`src/rtl/gol_frame_scanner.sv`:
```
// Captures Game of Life generations from the engine's serial OUTPUT stream and
// scans the committed frame onto an N-row LED matrix. Define GOL_SCAN_BLANK_EN to blank row_sel on dwell count 0.
module gol_frame_scanner #(
    parameter int N     = 8,
    parameter int DWELL = 16,
    parameter int GEN_W = 8
) (
    input  logic             clock,
    input  logic             reset,
    input  logic [1:0]       phase,
    input  logic             cell_in,
    output logic [N-1:0]     row_sel,
    output logic [N-1:0]     col_out,
    output logic [GEN_W-1:0] generation,
    output logic             frame_valid,
    output logic             extinct,
    output logic             still_life
);

    localparam int FB = N * N;
    localparam int KW = (FB > 1) ? $clog2(FB) : 1;
    localparam int DW = (DWELL > 1) ? $clog2(DWELL) : 1;
    localparam int RW = (N > 1) ? $clog2(N) : 1;
    localparam logic [KW-1:0] K_LAST     = KW'(FB - 1);
    localparam logic [DW-1:0] DWELL_LAST = DW'(DWELL - 1);
    localparam logic [RW-1:0] ROW_LAST   = RW'(N - 1);
    localparam logic [1:0]    PH_INPUT   = 2'b00;
    localparam logic [1:0]    PH_OUTPUT  = 2'b10;

    typedef enum logic [1:0] {
        S_IDLE    = 2'b00,
        S_CAPTURE = 2'b01,
        S_COMMIT  = 2'b10
    } state_t;

    state_t                r_state;
    state_t                w_state_nxt;
    logic                  r_armed;
    logic [KW-1:0]         r_k;
    logic [FB-1:0]         r_shadow;
    logic [N-1:0][N-1:0]   r_display;
    logic [DW-1:0]         r_dwell;
    logic [RW-1:0]         r_row;

    logic                  w_out;
    logic                  w_in;
    logic                  w_start;
    logic                  w_store;
    logic                  w_commit;
    logic [DW-1:0]         w_dwell_nxt;
    logic [RW-1:0]         w_row_nxt;
    logic [N-1:0]          w_sel_nxt;

    assign w_out = (phase == PH_OUTPUT);
    assign w_in  = (phase == PH_INPUT);

    // Capture FSM state register
    always_ff @(posedge clock) begin
        if (reset) begin
            r_state <= S_IDLE;
        end else begin
            r_state <= w_state_nxt;
        end
    end

    // Capture FSM next-state logic; leaving OUTPUT mid-frame aborts to IDLE
    always_comb begin
        w_state_nxt = r_state;
        case (r_state)
            S_IDLE: begin
                if (w_out && r_armed) w_state_nxt = S_CAPTURE;
                else                  w_state_nxt = S_IDLE;
            end
            S_CAPTURE: begin
                if (!w_out)            w_state_nxt = S_IDLE;
                else if (r_k == K_LAST) w_state_nxt = S_COMMIT;
                else                   w_state_nxt = S_CAPTURE;
            end
            S_COMMIT: w_state_nxt = S_IDLE;
            default:  w_state_nxt = S_IDLE;
        endcase
    end

    // Capture FSM output decode
    always_comb begin
        w_start  = 1'b0;
        w_store  = 1'b0;
        w_commit = 1'b0;
        case (r_state)
            S_IDLE:    w_start  = w_out && r_armed;
            S_CAPTURE: w_store  = w_out;
            S_COMMIT:  w_commit = 1'b1;
            default:   w_commit = 1'b0;
        endcase
    end

    // Shadow deserializer and one-frame-per-OUTPUT-phase arming
    always_ff @(posedge clock) begin
        if (reset) begin
            r_shadow <= {FB{1'b0}};
            r_k      <= {KW{1'b0}};
            r_armed  <= 1'b1;
        end else begin
            if (!w_out)       r_armed <= 1'b1;
            else if (w_start) r_armed <= 1'b0;
            else              r_armed <= r_armed;

            if (w_start) begin
                r_shadow <= {{(FB-1){1'b0}}, cell_in};
                r_k      <= KW'(1);
            end else if (w_store) begin
                r_shadow[r_k] <= cell_in;
                r_k           <= r_k + KW'(1);
            end else begin
                r_shadow <= r_shadow;
                r_k      <= r_k;
            end
        end
    end

    // Atomic commit and status flags; an INPUT phase clear overrides the commit increment
    always_ff @(posedge clock) begin
        if (reset) begin
            r_display   <= {FB{1'b0}};
            generation  <= {GEN_W{1'b0}};
            frame_valid <= 1'b0;
            extinct     <= 1'b0;
            still_life  <= 1'b0;
        end else begin
            frame_valid <= w_commit;
            if (w_commit) begin
                r_display <= r_shadow;
                extinct   <= (r_shadow == {FB{1'b0}});
            end
            if (w_in) begin
                generation <= {GEN_W{1'b0}};
                still_life <= 1'b0;
            end else if (w_commit) begin
                generation <= generation + GEN_W'(1);
                still_life <= (r_shadow == r_display);
            end
        end
    end

    // Free-running dwell and row sequencing
    always_comb begin
        w_dwell_nxt = r_dwell + DW'(1);
        w_row_nxt   = r_row;
        if (r_dwell == DWELL_LAST) begin
            w_dwell_nxt = {DW{1'b0}};
            w_row_nxt   = (r_row == ROW_LAST) ? {RW{1'b0}} : r_row + RW'(1);
        end else begin
            w_row_nxt   = r_row;
        end
`ifdef GOL_SCAN_BLANK_EN
        w_sel_nxt = (w_dwell_nxt == {DW{1'b0}}) ? {N{1'b0}} : ({{(N-1){1'b0}}, 1'b1} << w_row_nxt);
`else
        w_sel_nxt = {{(N-1){1'b0}}, 1'b1} << w_row_nxt;
`endif
    end

    // Row drive registers; col_out samples the display as it stood before this edge
    always_ff @(posedge clock) begin
        if (reset) begin
            r_dwell <= {DW{1'b0}};
            r_row   <= {RW{1'b0}};
`ifdef GOL_SCAN_BLANK_EN
            row_sel <= {N{1'b0}};
`else
            row_sel <= {{(N-1){1'b0}}, 1'b1};
`endif
            col_out <= {N{1'b0}};
        end else begin
            r_dwell <= w_dwell_nxt;
            r_row   <= w_row_nxt;
            row_sel <= w_sel_nxt;
            col_out <= r_display[w_row_nxt];
        end
    end

endmodule

```
`config.mk`:
```
export PLATFORM = sky130hd
export DESIGN_NAME = gol_frame_scanner
export DESIGN_NICKNAME = d
export VERILOG_FILES = /design/src/rtl/gol_frame_scanner.sv
export SDC_FILE = /design/constraint.sdc
export NUM_CORES = 1
export LEC_CHECK = 0
export ABC_CLOCK_PERIOD_IN_PS = 5500
export CORE_MARGIN = 2
export CORE_UTILIZATION = 55
export CTS_BUF_LIST = sky130_fd_sc_hd__clkbuf_2 sky130_fd_sc_hd__clkbuf_4 sky130_fd_sc_hd__clkbuf_8
export CTS_CLUSTER_SIZE = 24
export DETAILED_ROUTE_END_ITERATION = 10
export PLACE_DENSITY = 0.73
export SYNTH_ARGS = -nofsm -noshare
export SYNTH_HDL_FRONTEND = slang
export SYNTH_SLANG_ARGS = --single-unit
```
`constraint.sdc`:
```
create_clock -name clock -period 5.5 [get_ports clock]
set_input_delay 1.1 -clock clock [delete_from_list [all_inputs] [get_ports clock]]
set_output_delay 1.1 -clock clock [all_outputs]
set_load 0.1 [all_outputs]
```
==> reports/qor.csv <==
metric,value,unit
status,finished clean,
power.internal,1.662,mW
cts_tree,done,
postCtsHoldBufs,0,
worst_clock_skew,11.06,ps
vias_per_cell,5.910,
start_util,56.03,%
setup_violations,0,
fillers,1224,
die_x,122.5,um
r2r-end,col_out[1],
grt-ovfl-total,0,
routed_wl,20140,um
path_cells,clkdlybuf4s50_1,
p_sw,482.8,uW
startpoint_type,register,
crit_path_start,generation[3],
p_per_area,254.9,nW/um2
numPortBuffers,31,
n_antenna_cell,0,
yosysSeqAreaShare,44.36,%
swShare,22.52,%
layout-drive-gt1-share,6.893,%
gp_congestion,0.9028,
die_h,122.5,um
hpwl,13680,um
fp.dieArea,15000,um2
grt_pass1_wl,31700,um
fin_ws,2330,ps
synthXorXnorAreaFrac,7.831,%
crit_family,buffers and inverters,
pre_cts_ws,1957,ps
grt_pass1_vias,5778,
leakage,3.028,nW
total_power,2.144,mW
cts_setup_buffers,0,
wl_per_cell,18.41,um
syn-instance-count,910,
yosys.area.top_type_share,44.36,%
cp_slowest_stage_delay,1170,ps
htreeDepth,4,
grt_max_degree,81,
max_cap_viol_count,0,
rows,43,
r2r_slack,3150,ps
synthesis.area,7717,um2
hold_path.class,reg2reg,
dpl_cell_area,8040,um2
core-area,13770,um2
crit_type,reg2out,
yosysUniqueCellTypes,53,
synth_adder_area_share,0.8106,%
endpoint_kind,primary output,
min_period,3170,ps
dr.pass1.iters,6,
synth.area.mux_share,8.123,%
rsz0062_at_grt,no,
max_freq,315.5,MHz
cp.required,4400,ps
finalSetupTns,0,ps
clock-sinks,171,
slew_violations,0,
synth.largest_area_cell,dfxtp_1,
worst_r2r_path_depth,6,
p_clk_share,39.6,%
clk_pin_slew_worst_paths,80,ps
drtIter0Drc,609,
ys_ff_latch,171,
synth_area_leaders,"dfxtp_1, nand2_1, a21oi_1",
peakVddDrop,153.4,uV
crit_end,generation[3],
pwr-share-seq,58.1,%
yosys_warnings,0,
cts_resized,0,
clk_path_buf_depth,2,
drc,0,
comb_power_share,2.4,%
synth_top_family_by_area,simple AND/OR/NAND/NOR gates,
clk_latency,470,ps
synthSimpleGateAreaFrac,22.63,%
min_period_over_period,57.63,%
maxSlewHeadroom,25.99,%
pin_count,32,
fin_util,61.07,%
antenna_found_initial,0,
synth_compound_area_share,12.42,%
worstMarginPinSlew,1110,ps
grt.total_usage,28.06,%
layout.nets,912,
final-hold-violation-count,0,
critPathBufInv,1,
antenna_left,0,
arrival,2070,ps
cp.depth,1,
numCtsBuffers,17,
syn_avg_cell_area,8.481,um2
root_buffer,clkbuf_8,
vias,6465,
cp_max_fo,6,
timing.rr.start,r_dwell[0],
cp_slowest_cell,clkdlybuf4s50_1,
synth_nets,920,
design_area,8412,um2
areaGrowthSynthToFinish,8.998,%
[per-stage QoR]
| step | hold slack [ps] | instances |
|---|---|---|
| floorplan | 439.0 | 910 |
| global placement | 449.5 | 1063 |
| detailed placement | 459.9 | 1063 |
| CTS | 472.0 | 1094 |
| global route | 496.8 | 1094 |
| finish | 475.9 | 1094 |
[cell families after synthesis]
| family | Yosys count |
|---|---|
| multiplexers | 40 |
| AO/OA/AOI/OAI | 178 |
| adder cells (fa/ha/maj) | 5 |
| XOR/XNOR | 69 |
| buffers and inverters | 72 |
| AND/OR/NAND/NOR | 375 |
| flip-flops | 171 |
[synth_stat cells (all sizes together)]
library cell,number
and2,1
nor2b,2
nand4,19
and4bb,1
a22oi,2
clkbuf,50
nand3b,3
a31oi,1
nor3,7
or3,3
a311oi,1
nand4b,1
a211oi,1
a22o,8
and3,3
dfxtp,171
nand4bb,2
o21ai,42
o22ai,2
mux2i,24
nand2,191
ha,5
nor4b,1
nand3,25
mux4,16
o21bai,2
nor4,22
nand2b,3
buf,15
or4,1
a21o,1
xnor2,44
or3b,2
xor2,25
a21oi,115
a31o,1
and3b,6
inv,7
and4,3
nor2,71
nor3b,4
a211o,1
o221ai,1
and4b,2
or2,2
[area by class of cell]
cell class                 count  area (um2)  share of cell area [%]
tap                          180       225.2                   2.677
clock buffer                  23       304.0                   3.614
clock inverter                 8       67.56                  0.8032
timing repair buffer          38       352.8                   4.195
inverter                       7       26.28                  0.3124
multi-input combinational    667        4013                   47.70
sequential                   171        3423                   40.70
[sequential cells by signal, indices dropped and copies added (netlist names)]
name         count
r_display       64
r_shadow        64
col_out          8
generation       8
row_sel          8
r_k              6
r_dwell          4
r_row            3
r_state          2
extinct          1
frame_valid      1
r_armed          1
still_life       1
[layer usage]
| metal | part of all wire, % | vias up | track usage, % |
|---|---|---|---|
| met5 | 0 | - | 0 |
| met4 | 3.0 | 0 | 11.49 |
| met3 | 7.3 | 38 | 5.112 |
| met2 | 44 | 226 | 41.53 |
| met1 | 45 | 3076 | 40.35 |
| li1 | - | 3125 | - |
[layout by cell type (no fill, tap or decap), types with 4 or more instances in the layout]
cell,n
xor2_1,25
inv_1,7
mux4_2,9
a22o_1,8
xnor2_1,44
nor3b_1,4
mux4_1,7
nor4_1,22
nor3_1,5
ha_1,5
and3b_1,5
o21ai_0,42
clkdlybuf4s50_1,29
dfxtp_1,171
buf_4,7
a21oi_1,113
nor2_1,71
nand2_1,191
mux2i_1,24
clkinv_2,6
clkbuf_8,21
nand3_1,24
nand4_1,19
[power by group through the flow]
| stage | registers, mW | logic, mW | clock network [mW] |
|---|---|---|---|
| final | 1.25 | 0.0507 | 0.848 |
| after global routing | 1.25 | 0.0559 | 0.904 |
| after CTS | 1.25 | 0.0506 | 0.857 |
| after detailed placement | 1.27 | 0.0505 | 0 |
| after global placement | 1.27 | 0.0504 | 0 |
| after floorplan | 1.27 | 0.0402 | 0 |
[how the worst min path moves through the flow]
stage	start	slack, ps	cells past startpoint	to
6_report	extinct	480	2	extinct
2_1_floorplan	r_row[1]	440	1	row_sel[1]
3_5_place_dp	extinct	460	2	extinct
5_1_grt	extinct	500	2	extinct
3_3_place_gp	extinct	450	2	extinct
4_1_cts	extinct	470	2	extinct
No activity file was read; power rests on OpenSTA's default activity.
